$ cat src/rtl/range_tracker.sv
// Windowed per-lane min/max/span monitor over a valid/ready sample stream.
// Result registered one cycle after the closing/flushing beat; in_ready drops only when a window's last beat would find the result slot busy.
module range_tracker #(
  parameter int W      = 4,
  parameter int N      = 2,
  parameter int WIN    = 8,
  parameter int SIGNED = 0
) (
  input  logic                     clk,
  input  logic                     rst,
  input  logic                     in_valid,
  output logic                     in_ready,
  input  logic [N*W-1:0]           in_data,
  input  logic                     flush,
  output logic                     out_valid,
  input  logic                     out_ready,
  output logic [N*W-1:0]           out_min,
  output logic [N*W-1:0]           out_max,
  output logic [N*W-1:0]           out_span,
  output logic [$clog2(WIN+1)-1:0] out_cnt
);
  localparam int CW = $clog2(WIN+1);
  localparam logic [CW-1:0] LAST = CW'(WIN-1);
  localparam logic [CW-1:0] FULL = CW'(WIN);

  typedef enum logic {ACCUM, STALL} state_t;
  state_t state, state_nxt;

  logic [CW-1:0]  cnt, cnt_nxt, res_cnt;
  logic           flush_pend, flush_pend_nxt, pend_eff;
  logic           slot_free, acc, close, fire, load, out_valid_nxt;
  logic [N*W-1:0] acc_min, acc_max, new_min, new_max;
  logic [N*W-1:0] res_min, res_max, res_span;

  function automatic logic lt(input logic [W-1:0] a, input logic [W-1:0] b);
    if (SIGNED != 0) return $signed(a) < $signed(b);
    return a < b;
  endfunction

  // First beat of a window seeds the accumulators instead of comparing.
  for (genvar c = 0; c < N; c++) begin : g_lane
    logic [W-1:0] s;
    assign s = in_data[c*W +: W];
    assign new_min[c*W +: W]  = (cnt == '0 || lt(s, acc_min[c*W +: W])) ? s : acc_min[c*W +: W];
    assign new_max[c*W +: W]  = (cnt == '0 || lt(acc_max[c*W +: W], s)) ? s : acc_max[c*W +: W];
    assign res_span[c*W +: W] = res_max[c*W +: W] - res_min[c*W +: W];
  end

  assign res_min   = acc ? new_min : acc_min;
  assign res_max   = acc ? new_max : acc_max;
  assign slot_free = !out_valid || out_ready;
  // STALL means the next beat closes the window while a result is still held.
  assign in_ready  = !(state == STALL && !out_ready);

  always_comb begin
    state_nxt      = ACCUM;
    cnt_nxt        = cnt;
    flush_pend_nxt = flush_pend;
    out_valid_nxt  = out_valid && !out_ready;
    pend_eff       = flush_pend || flush;
    acc            = in_valid && in_ready;
    close          = acc && (cnt == LAST);
    fire           = pend_eff && slot_free && (cnt != '0 || acc);
    load           = close || fire;
    res_cnt        = close ? FULL : cnt + CW'(acc);
    if (load) begin
      cnt_nxt        = '0;
      flush_pend_nxt = 1'b0;
      out_valid_nxt  = 1'b1;
    end else begin
      cnt_nxt        = cnt + CW'(acc);
      flush_pend_nxt = pend_eff && (cnt_nxt != '0);
    end
    if (cnt_nxt == LAST && out_valid_nxt) state_nxt = STALL;
  end

  always_ff @(posedge clk) begin
    if (!rst) begin
      state      <= ACCUM;
      cnt        <= '0;
      flush_pend <= 1'b0;
      out_valid  <= 1'b0;
      acc_min    <= '0;
      acc_max    <= '0;
      out_min    <= '0;
      out_max    <= '0;
      out_span   <= '0;
      out_cnt    <= '0;
    end else begin
      state      <= state_nxt;
      cnt        <= cnt_nxt;
      flush_pend <= flush_pend_nxt;
      out_valid  <= out_valid_nxt;
      if (acc) begin
        acc_min <= new_min;
        acc_max <= new_max;
      end
      if (load) begin
        out_min  <= res_min;
        out_max  <= res_max;
        out_span <= res_span;
        out_cnt  <= res_cnt;
      end
    end
  end
endmodule

$ cat config.mk
export PLATFORM = sky130hd
export DESIGN_NAME = range_tracker
export DESIGN_NICKNAME = d
export VERILOG_FILES = /design/src/rtl/range_tracker.sv
export SDC_FILE = /design/constraint.sdc
export NUM_CORES = 1
export LEC_CHECK = 0
export ABC_AREA = 0
export CAP_MARGIN = 20
export CORE_ASPECT_RATIO = 1.5
export CORE_MARGIN = 4
export CORE_UTILIZATION = 50
export DETAILED_ROUTE_END_ITERATION = 10
export PLACE_DENSITY = 0.76
export RECOVER_POWER = 50
export SYNTH_ARGS = -nofsm -noshare
export SYNTH_HDL_FRONTEND = slang
export SYNTH_SLANG_ARGS = --single-unit
$ cat constraint.sdc
create_clock -name clk -period 7.3 [get_ports clk]
set_clock_uncertainty 0.1 [all_clocks]
set_input_delay 1.46 -clock clk [delete_from_list [all_inputs] [get_ports clk]]
set_output_delay 1.46 -clock clk [all_outputs]
set_load 0.01 [all_outputs]
==> metrics.md, run 1 <==
| Metric | Value |
|---|---|
| Worst path slowest cell | clkdlybuf4s50_1 |
| Longest Clk Path Bufs | 2 |
| Final hold slack | roughly 400 ps |
| Max stage delay on crit path | ~540 ps |
| Final hold vios | 0 |
| Post-DR wirelength/cell | about 15 um |
| # port buffers | 42 |
| Synth top area share | around two fifths |
| Mapped Cells | roughly 290 |
| CP Cell Sequence | clkdlybuf4s50_1 -> inv_1 -> ha_1 -> o211ai_1 -> o21ai_0 -> a21oi_1 -> mux2i_1 -> inv_1 -> ha_1 -> a21o_1 -> a21oi_1 -> or3_1 -> a211oi_1 -> nand3b_1 |
| Seq cells post-synth | roughly 50 |
| Max-slew violations | 0 |
| Total Routing Usage GR | 19.8% |
| Drt total wl | 5680 um |
| Vias/cell | between 5 and 6 |
| Initial antenna violation count | 0 |
| Max Cap Viol | 0 |
| Initial Util | 52.0% |
| Netlist Area Pre-Place | ~0.0025 mm^2 |
| DR pass1 iterations | 4 |
| Synth warn | 0 |
| Chip Height | between 90 and 100 um |
| Num CTS Buffers | 5 |
| Final Setup Violations | 0 |
| Vias in the first global route | between 2000 and 2500 |
| Pwr/cell area | ~220 mW/mm^2 |
| H-tree levels | 2 |
| Async SR Flop Fraction | 0% |
| Leakage power | roughly 1.3 nW |
| Vias | roughly 2100 |
| Clock transition at path regs | approximately 80 ps |
| CTS tree | built |
| Slew HR | between 30% and 40% |
| Final period util | between 60% and 70% |
| Area Growth Syn to Fin | 21.4% |
| GPL Wtd Cong | 0.874 |
| GRT Residual Overflow | 0 |
| Primary FF master, synth | dfxtp_1 |
| Post-synth cell types | 40 |
| Worst-Skew Late Latency | ~300 ps |
| Crit path required time | between 7000 and 8000 ps |
| DP HPWL | roughly 4300 um |
| CP Class | in2reg |
| Number of synthesized flops with an enable pin | 0 |
| Crit path DAT | between 4000 and 5000 ps |
| R2r endpoint | out_span[7] |
| Worst Setup End Kind | flop |
| Commonest cells in the netlist | dfxtp_1 (51), nor2_1 (45), inv_1 (25), a21oi_1 (23), ha_1 (20) |
| Area leader, netlist | dfxtp_1 |
| I/O pins | between 40 and 50 |
| CP Max Fanout | 4 |
| WHS Endpoint | out_cnt[1] |
| Avg Inst Size Synth | 8.82 um^2 |
| Residual DRC | 0 |
| Row count | 31 |
| Die width | ~66 um |
| Net Count, Synth | 321 |
| Clk Tree Root Cell | clkbuf_8 |
| Clk sink count | 51 |
| DRT iter0 DRCs | 138 |
| Worst vdd ir | between 0.00015 and 0.0002 V |
| R2R depth | 10 |
| Worst Max-Slew Pin Slew | 968 ps |
| Final net count | approximately 360 |
| F_max | around 220 MHz |
| Resize count post-CTS | 0 |
| DIE AREA | around 0.0063 mm^2 |
| CTS Hold Bufs | 0 |
| Core ar. | ~0.0048 mm^2 |
| Cell with the most instances after synthesis | dfxtp_1 |
| RSZ-0062 raised after global routing | no |
| Min-delay src | out_cnt[1] |
| Fraction of layout cells with a size suffix above 1 | under 10% |
| Most area-consuming cells after synthesis | dfxtp_1 (40%), ha_1 (9.9%), nor2_1 (6.7%), mux2i_1 (6.0%), a211oi_1 (4.8%) |
| Worst r2r src | cnt[1] |
| Post-CTS Setup Inserts | 0 |
| Worst Hold Class | reg2reg |
| # diodes | 0 |
| Antenna Nets Post-Route | 0 |
| Hold path depth | 2 |
| Fin crit period | roughly 4600 ps |
| R2R Setup Slk | 3980 ps |
| Global-route wire length before repair | ~9600 um |
| Largest net degree at the start of global routing | 42 |
| Setup TNS Final | 0 ps |
| Startpoint Class | input port |
| Seq/Total Area, Yosys | slightly above 40% |
| Status | finished clean |
## state kept, by name, indices dropped and copies added, names as in the netlist
name / cells
acc_max: 8
cnt: 4
out_cnt: 4
state: 1
flush_pend: 1
out_span: 8
out_max: 8
out_min: 8
out_valid: 1
acc_min: 8
## layout by cell type (no fill, tap or decap), drive strengths merged, types with 5 or more instances in the layout
cell type	Yosys	routed
nor2	45	45
o21ai	15	15
nor2b	5	5
clkdlybuf4s50	0	11
nor3	6	6
a21oi	23	23
ha	20	20
dlygate4sd3	0	31
inv	25	25
clkbuf	8	6
mux2i	15	15
a211oi	16	16
dfxtp	51	51
nand2	6	6
## worst max path at each step
stage,endpoint,cells past startpoint,start
after floorplan,out_span[3],13,in_data[3]
after global placement,out_span[3],14,in_data[3]
after detailed placement,out_span[7],14,in_data[5]
after CTS,out_span[7],14,in_data[5]
after global routing,out_span[3],14,in_data[3]
final,out_span[7],14,in_data[5]
## critical path: cells and delay by family
family	cells	cell delay [ps]
muxes	1	460
and+or+nand+nor	2	440
buffers and inverters	3	690
adders and majority gates	2	570
AOI/OAI and AO/OA	6	1080
## stage by stage
| step | std cells | setup WS [ps] | area (um^2) | util [%] | power (mW) |
|---|---|---|---|---|---|
| detailed placement | 385 | 2410 | 2990 | 61.7 | 0.528 |
| finish | 391 | 2730 | 3060 | 63.1 | 0.664 |
| CTS | 391 | 2720 | 3060 | 63.1 | 0.676 |
| floorplan | 286 | 3250 | 2520 | - | 0.453 |
| global route | 391 | 2450 | 3060 | 63.1 | 0.707 |
| global placement | 385 | 2570 | 2990 | 61.7 | 0.525 |
## report_power, final
group | leakage [nW] | internal, mW | total [mW] | switching (mW)
Combinational | 0.883 | 0.0853 | 0.193 | 0.108
Sequential | 0.418 | 0.306 | 0.320 | 0.0142
Clock | 0.0371 | 0.0641 | 0.150 | 0.0859
## layout make-up
| type | count | area, um^2 |
|---|---|---|
| clock buffer | 6 | 72.6 |
| fill | 430 | 1790 |
| inverter | 26 | 97.6 |
| multi-input combinational | 199 | 1360 |
| sequential | 51 | 1020 |
| tap | 66 | 82.6 |
| timing repair buffer | 43 | 428 |
## kinds of logic (layout without fill, tap and decap cells)
kind of cell	Yosys count	after routing	share of synthesized area (%)
AOI/OAI and AO/OA	68	68	17.4
xor gates and xnor gates	4	4	1.39
adders and majority gates	22	22	11.5
buffers and inverters	36	75	5.70
DFF	51	51	40.5
muxes	17	17	6.85
and+or+nand+nor	88	88	16.7
## metal layers
| metal | global-route usage, % | vias up | share of wire (%) |
|---|---|---|---|
| met5 | 0 | - | 0 |
| met4 | 7.12 | 0 | 1.7 |
| met3 | 4.52 | 11 | 3.2 |
| met2 | 32.0 | 47 | 49 |
| met1 | 25.9 | 998 | 46 |
| li1 | - | 1086 | - |
Power figures use the tool's default switching activity.
==> run 2, diff against run 1 <==
--- a/config.mk
+++ b/config.mk
@@ -9,9 +9,9 @@
 export CAP_MARGIN = 20
 export CORE_ASPECT_RATIO = 1.5
 export CORE_MARGIN = 4
-export CORE_UTILIZATION = 50
+export CORE_UTILIZATION = 47
 export DETAILED_ROUTE_END_ITERATION = 10
-export PLACE_DENSITY = 0.76
+export PLACE_DENSITY = 0.75
 export RECOVER_POWER = 50
 export SYNTH_ARGS = -nofsm -noshare
 export SYNTH_HDL_FRONTEND = slang
==> constraint.sdc (replaced) <==
create_clock -name clk -period 4.2 [get_ports clk]
set_clock_uncertainty 0.1 [all_clocks]
set_input_delay 0.84 -clock clk [delete_from_list [all_inputs] [get_ports clk]]
set_output_delay 0.84 -clock clk [all_outputs]
set_load 0.01 [all_outputs]
==> run 2 against run 1 <==
Net effect: setup slack got worse by 2500 ps; critical path depth fell by 1; highest routed layer unchanged; critical endpoint is now out_span[3]; largest cell class unchanged; sequential share of layout area fell by 1.3 points; design area rose by 4.0%; die area rose by 5.7%; via count rose by 3.9%; routed wire length rose by 5.8%; global-route usage fell by 0.087 points; total power rose by 85%; core utilization fell by 1.5 points.
==> metrics.md, run 2 (synthesized netlist as in run 1, its figures left out) <==
| Metric | Value |
|---|---|
| Row count | 32 (+3.2%) |
| Worst r2r src | cnt[1] |
| Place WS | 66.1 ps (-2350 ps) |
| Startpoint Class | input port |
| Crit path DAT | 4110 ps (-600 ps) |
| Largest net degree at the start of global routing | 39 (-7.1%) |
| F_max | about 250 MHz |
| Post-Layout Cell Count | 407 (+4.1%) |
| Clk Tree Root Cell | clkbuf_8 |
| Slew HR | 45.4% (+10 points) |
| R2R Setup Slk | 980 ps (-3000 ps) |
| Hold path depth | 2 (unchanged) |
| Num CTS Buffers | 5 (unchanged) |
| Max Cap Viol | 0 (unchanged) |
| Total Routing Usage GR | 19.8% (-0.087 points) |
| Final net count | 373 (+3.3%) |
| Max-slew violations | 0 (unchanged) |
| Clk sink count | 51 (unchanged) |
| Worst Hold Class | reg2reg |
| Crit path top cell by count | a21oi_1 |
| Final Setup Violations | 0 (unchanged) |
| DP HPWL | 4570 um (+6.3%) |
| Antenna Nets Post-Route | 0 (unchanged) |
| CP Max Fanout | 4 (unchanged) |
| Worst Setup End Kind | flop |
| Final Total Pwr | 1.23 mW (+85%) |
| Status | finished clean |
| Worst Max-Slew Pin Slew | 812 ps (-156 ps) |
| Fin crit period | ~4000 ps |
| Most common cell after layout, fill and taps aside | dfxtp_1 |
| Vias | 2225 (+3.9%) |
| Fraction of layout cells with a size suffix above 1 | 5.90% (+3.4 points) |
| CTS Hold Bufs | 0 (unchanged) |
| Critical path depth | 13 (-1) |
| # diodes | 0 (unchanged) |
| Post-DR wirelength/cell | 14.8 um (+1.6%) |
| Setup TNS Final | 0 ps (unchanged) |
| Worst-Skew Late Latency | 300 ps (about the same) |
| Vias/cell | 5.47 (-0.21%) |
| Max stage delay on crit path | 630 ps (+90 ps) |
| Core ar. | 0.00516 mm^2 (+6.5%) |
| DIE AREA | 0.00663 mm^2 (+5.7%) |
| GRT Residual Overflow | 0 (unchanged) |
| DRT iter0 DRCs | 175 (+27%) |
| CTS tree | built |
| Initial Util | 48.8% (-3.2 points) |
| # port buffers | 42 (unchanged) |
| Leakage power | 1.40 nW (+4.6%) |
| GPL Wtd Cong | 0.826 (-5.6%) |
| Area Growth Syn to Fin | 26.2% |
| WHS Endpoint | out_min[2] |
| Global-route wire length before repair | 10300 um (+6.9%) |
| Final hold vios | 0 (unchanged) |
| CP startpoint | in_data[3] |
| Min-delay src | out_min[2] |
| Initial antenna violation count | 0 (unchanged) |
| Die width | 67.8 um (+2.8%) |
| Pwr/cell area | 385 mW/mm^2 (+78%) |
| I/O pins | 43 (unchanged) |
| Placed Cells incl. Taps | 399 (+3.6%) |
| Worst vdd ir | 0.000274 V (+72%) |
| Drt total wl | 6010 um (+5.8%) |
| Worst Path Buf+Inv | 3 (unchanged) |
| DR pass1 iterations | 4 (unchanged) |
| Setup ws final | 243 ps (-2490 ps) |
| Chip Height | 97.7 um (+2.9%) |
| Crit path max-delay family | compound AO/OA/AOI/OAI gates |
| Residual DRC | 0 (unchanged) |
| RSZ-0062 raised after global routing | no |
| Worst path slowest cell | dlygate4sd3_1 |
| CP Cell Sequence | dlygate4sd3_1 -> inv_1 -> ha_1 -> a21oi_1 -> o21ai_0 -> a21oi_1 -> mux2i_1 -> inv_1 -> ha_1 -> a21oi_1 -> or3_1 -> a211oi_1 -> nand3b_1 |
| Vias in the first global route | 2208 (+7.3%) |
| Post-CTS Setup Inserts | 0 (unchanged) |
| CP Class | in2reg |
| H-tree levels | 2 (unchanged) |
| Final period util | 94.2% |
| Longest Clk Path Bufs | 2 (unchanged) |
| Most frequent cells in the layout | dfxtp_1 (51), nor2_1 (45), dlygate4sd3_1 (31) |
| R2R depth | 9 (-1) |
| Crit path required time | 4350 ps (-3090 ps) |
| R2r endpoint | out_span[3] |
| Resize count post-CTS | 0 (unchanged) |
| Clock transition at path regs | 90 ps (about the same) |
-- run 2: cell count changes in the layout (fill, tap and decap cells not counted), sizes merged --
cell / change
buf: +8
clkbuf: +5
clkinvlp: +1
-- run 2: layer usage --
| layer | up-vias | GRT usage [%] | part of all wire [%] |
|---|---|---|---|
| met5 | - | 0 | 0 |
| met4 | 0 | 8.42 | 2.5 |
| met3 | 13 | 3.94 | 4.5 |
| met2 | 70 | 30.6 | 49 |
| met1 | 1028 | 26.2 | 44 |
| li1 | 1114 | - | - |
-- run 2: how the worst max path moves through the flow --
stage	end
final	out_span[3]
after global routing	out_span[3]
after CTS	out_span[3]
after detailed placement	out_span[3]
after global placement	out_span[3]
after floorplan	out_span[3]
-- run 2: cell type report --
cell class,count,area [um^2]
multi-input combinational,199,1360
clock buffer,7,96.3
clock inverter,1,7.51
tap,68,85.1
fill,461,1980
inverter,26,97.6
sequential,51,1020
timing repair buffer,55,519
-- run 2: metrics by stage --
| step | hold slack (ps) | area, um^2 | utilization [%] |
|---|---|---|---|
| after floorplan | 396 | 2520 | - |
| after global placement | 372 | 3090 | 59.9 |
| after detailed placement | 385 | 3090 | 59.9 |
| after CTS | 406 | 3200 | 61.9 |
| after global routing | 415 | 3180 | 61.7 |
| final | 401 | 3180 | 61.7 |
-- run 2: power by group --
part | internal, mW | switching [mW]
Sequential | 0.532 | 0.0266
Clock | 0.150 | 0.164
Combinational | 0.163 | 0.192
-- run 2: worst reg2reg max path, stage by stage, from the launching register on --
cell and delay [ps]:
dfxtp_1 370, or4_1 750, a21oi_1 410, mux2i_1 390, inv_1 80, ha_1 320
a21oi_1 80, or3_1 330, a211oi_1 210, nand3b_1 120
==> run 3, diff against run 2 <==
--- a/config.mk
+++ b/config.mk
@@ -11,6 +11,7 @@
 export CORE_MARGIN = 4
 export CORE_UTILIZATION = 47
 export DETAILED_ROUTE_END_ITERATION = 10
+export GPL_TIMING_DRIVEN = 0
 export PLACE_DENSITY = 0.75
 export RECOVER_POWER = 50
 export SYNTH_ARGS = -nofsm -noshare
==> run 3 against run 2 <==
Net effect: first-iteration DRC count shrank 22%; via count decreased by 0.67%; die area is the same; count of clock-buffer cells in the layout unchanged; total power fell by 3.5%; largest cell class unchanged.
==> metrics.md, run 3 (synthesized netlist as in run 1, its figures left out) <==
| Metric | Value |
|---|---|
| Worst Hold Class | reg2reg |
| F_max | 251 MHz (-0.60%) |
| Final Total Pwr | 1.18 mW (-3.5%) |
| Post-DR wirelength/cell | 14.8 um (+0.37%) |
| Crit path required time | 4340 ps (about the same) |
| Hold path depth | 2 (unchanged) |
| Num CTS Buffers | 5 (unchanged) |
| Die width | 67.8 um (unchanged) |
| Crit path DAT | 4120 ps (about the same) |
| GRT Residual Overflow | 0 (unchanged) |
| GPL Wtd Cong | 0.869 (+5.2%) |
| Global-route wire length before repair | 10200 um (-1.3%) |
| Sequential share of power | 47.1% (+1.6 points) |
| Largest net degree at the start of global routing | 15 (-62%) |
| Max Cap Viol | 0 (unchanged) |
| Area Growth Syn to Fin | 24.5% |
| Worst vdd ir | 0.000317 V (+16%) |
| # diodes | 0 (unchanged) |
| Worst r2r src | state |
| Worst Setup End Kind | flop |
| R2R Setup Slk | 1000 ps (+20 ps) |
| Min-delay src | out_span[6] |
| GR Util met2 | 32.9% (+2.3 points) |
| H-tree levels | 2 (unchanged) |
| Initial Util | 48.8% (unchanged) |
| Routing usage on met1 | 24.4% (-1.8 points) |
| Final hold slack | 399 ps (-1.50 ps) |
| Total Routing Usage GR | 19.4% (-0.34 points) |
| Vias | 2210 (-0.67%) |
| Post-Place Cell Area | 0.00303 mm^2 (-2.1%) |
| DRT iter0 DRCs | 136 (-22%) |
| Setup TNS Final | 0 ps (unchanged) |
| Multi-input logic area | 0.00139 mm^2 (+2.1%) |
| CTS tree | built |
| Drt total wl | 5990 um (-0.37%) |
| Initial antenna violation count | 0 (unchanged) |
| Core ar. | 0.00516 mm^2 (unchanged) |
| CP Max Fanout | 4 (unchanged) |
| M3 GR Usage | 3.59% (-0.35 points) |
| Max-slew violations | 0 (unchanged) |
| CP Class | in2reg |
| P_sw | 377 uW (-1.2%) |
| Register Area | 0.00102 mm^2 (unchanged) |
| Final period util | 94.8% (+0.56 points) |
| Most frequent cells in the layout | dfxtp_1 (51), nor2_1 (45), dlygate4sd3_1 (29) |
| Comb power frac | 30.0% (+1.1 points) |
| Clk Tree Root Cell | clkbuf_8 |
| Slew HR | 48.1% (+2.8 points) |
| # port buffers | 42 (unchanged) |
| RSZ-0062 raised after global routing | no |
| Worst-Skew Late Latency | 290 ps (about the same) |
| Startpoint Class | input port |
| Grt peak-use layer | met2 |
| Vias in the first global route | 2204 (-0.18%) |
| Final net count | 370 (-0.80%) |
| Row count | 32 (unchanged) |
| R2R depth | 14 (+5) |
| R2r endpoint | out_span[7] |
| Residual DRC | 0 (unchanged) |
| Fraction of layout cells with a size suffix above 1 | 4.76% (-1.1 points) |
| Leakage power | 1.37 nW (-2.3%) |
| CTS Hold Bufs | 0 (unchanged) |
| CP startpoint | in_data[3] |
| Longest Clk Path Bufs | 2 (unchanged) |
| DR pass1 iterations | 4 (unchanged) |
| Final std cell area, no fill | 0.00314 mm^2 (-1.4%) |
| I/O pins | 43 (unchanged) |
| DIE AREA | 0.00663 mm^2 (unchanged) |
| Fin crit period | 3980 ps (+23.7 ps) |
| Final hold vios | 0 (unchanged) |
| Chip Height | 97.7 um (unchanged) |
| Switch share | 31.9% (+0.74 points) |
| Final Setup Violations | 0 (unchanged) |
| Clock power share | 22.9% (-2.7 points) |
| WHS Endpoint | out_span[6] |
| Clk sink count | 51 (unchanged) |
| DP HPWL | 4650 um (+1.8%) |
| Worst Max-Slew Pin Slew | 771 ps (-40.9 ps) |
| Most common cell after layout, fill and taps aside | dfxtp_1 |
| Clock transition at path regs | 90 ps (about the same) |
| Vias/cell | 5.47 (about the same) |
| Antenna Nets Post-Route | 0 (unchanged) |
| Fill cells | 452 (-2.0%) |
| P_int | 807 uW (-4.6%) |
| Status | finished clean |
| Pwr/cell area | 377 mW/mm^2 (-2.2%) |
[run 3: worst max-delay path, stage by stage]
cell and delay (ps):
clkdlybuf4s50_1 550, inv_1 90, ha_1 310, a21oi_1 230, o21ai_0 160, a21oi_2 290
mux2i_2 410, inv_1 90, ha_1 280, a21o_1 110, a21oi_1 80, or3_1 340
a211oi_1 220, nand3b_1 120
[run 3: how the worst max path moves through the flow]
stage	end	slack, ps	cells past startpoint
floorplan	out_span[3]	770	13
global route	out_span[7]	30	15
global placement	out_span[3]	-140	14
detailed placement	out_span[3]	-220	14
finish	out_span[3]	220	14
CTS	out_span[3]	70	14
[run 3: per-stage QoR]
step	worst slack, ps	instances	utilization, %
floorplan	773	286	-
global placement	-142	396	58.6
detailed placement	-220	396	58.6
CTS	68.8	404	60.2
global route	25.6	404	60.8
finish	219	404	60.8
[run 3: area by class of cell]
type                       count  area share, %
buffer                        10           1.47
clock buffer                   7           2.43
clock inverter                 1          0.159
inverter                      26           3.11
multi-input combinational    199           44.1
sequential                    51           32.5
tap                           68           2.71
timing repair buffer          42           13.5
[run 3: timing repair]
item	CTS	global route
gates resized for setup	0	8
buffers inserted	0	0
endpoints found under the setup margin	0	2
[run 3: power groups by stage]
stage	sequential [mW]	combinational [mW]	clock (mW)
final	0.558	0.355	0.271
after global routing	0.564	0.398	0.300
after CTS	0.559	0.363	0.278
after detailed placement	0.570	0.359	0
after global placement	0.569	0.351	0
after floorplan	0.581	0.206	0
[run 3: layer usage]
layer | wire length, um | part of all wire (%)
met1 | 2650 | 44
met4 | 110 | 1.8
met2 | 3060 | 51
met5 | 0 | 0
met3 | 166 | 2.8
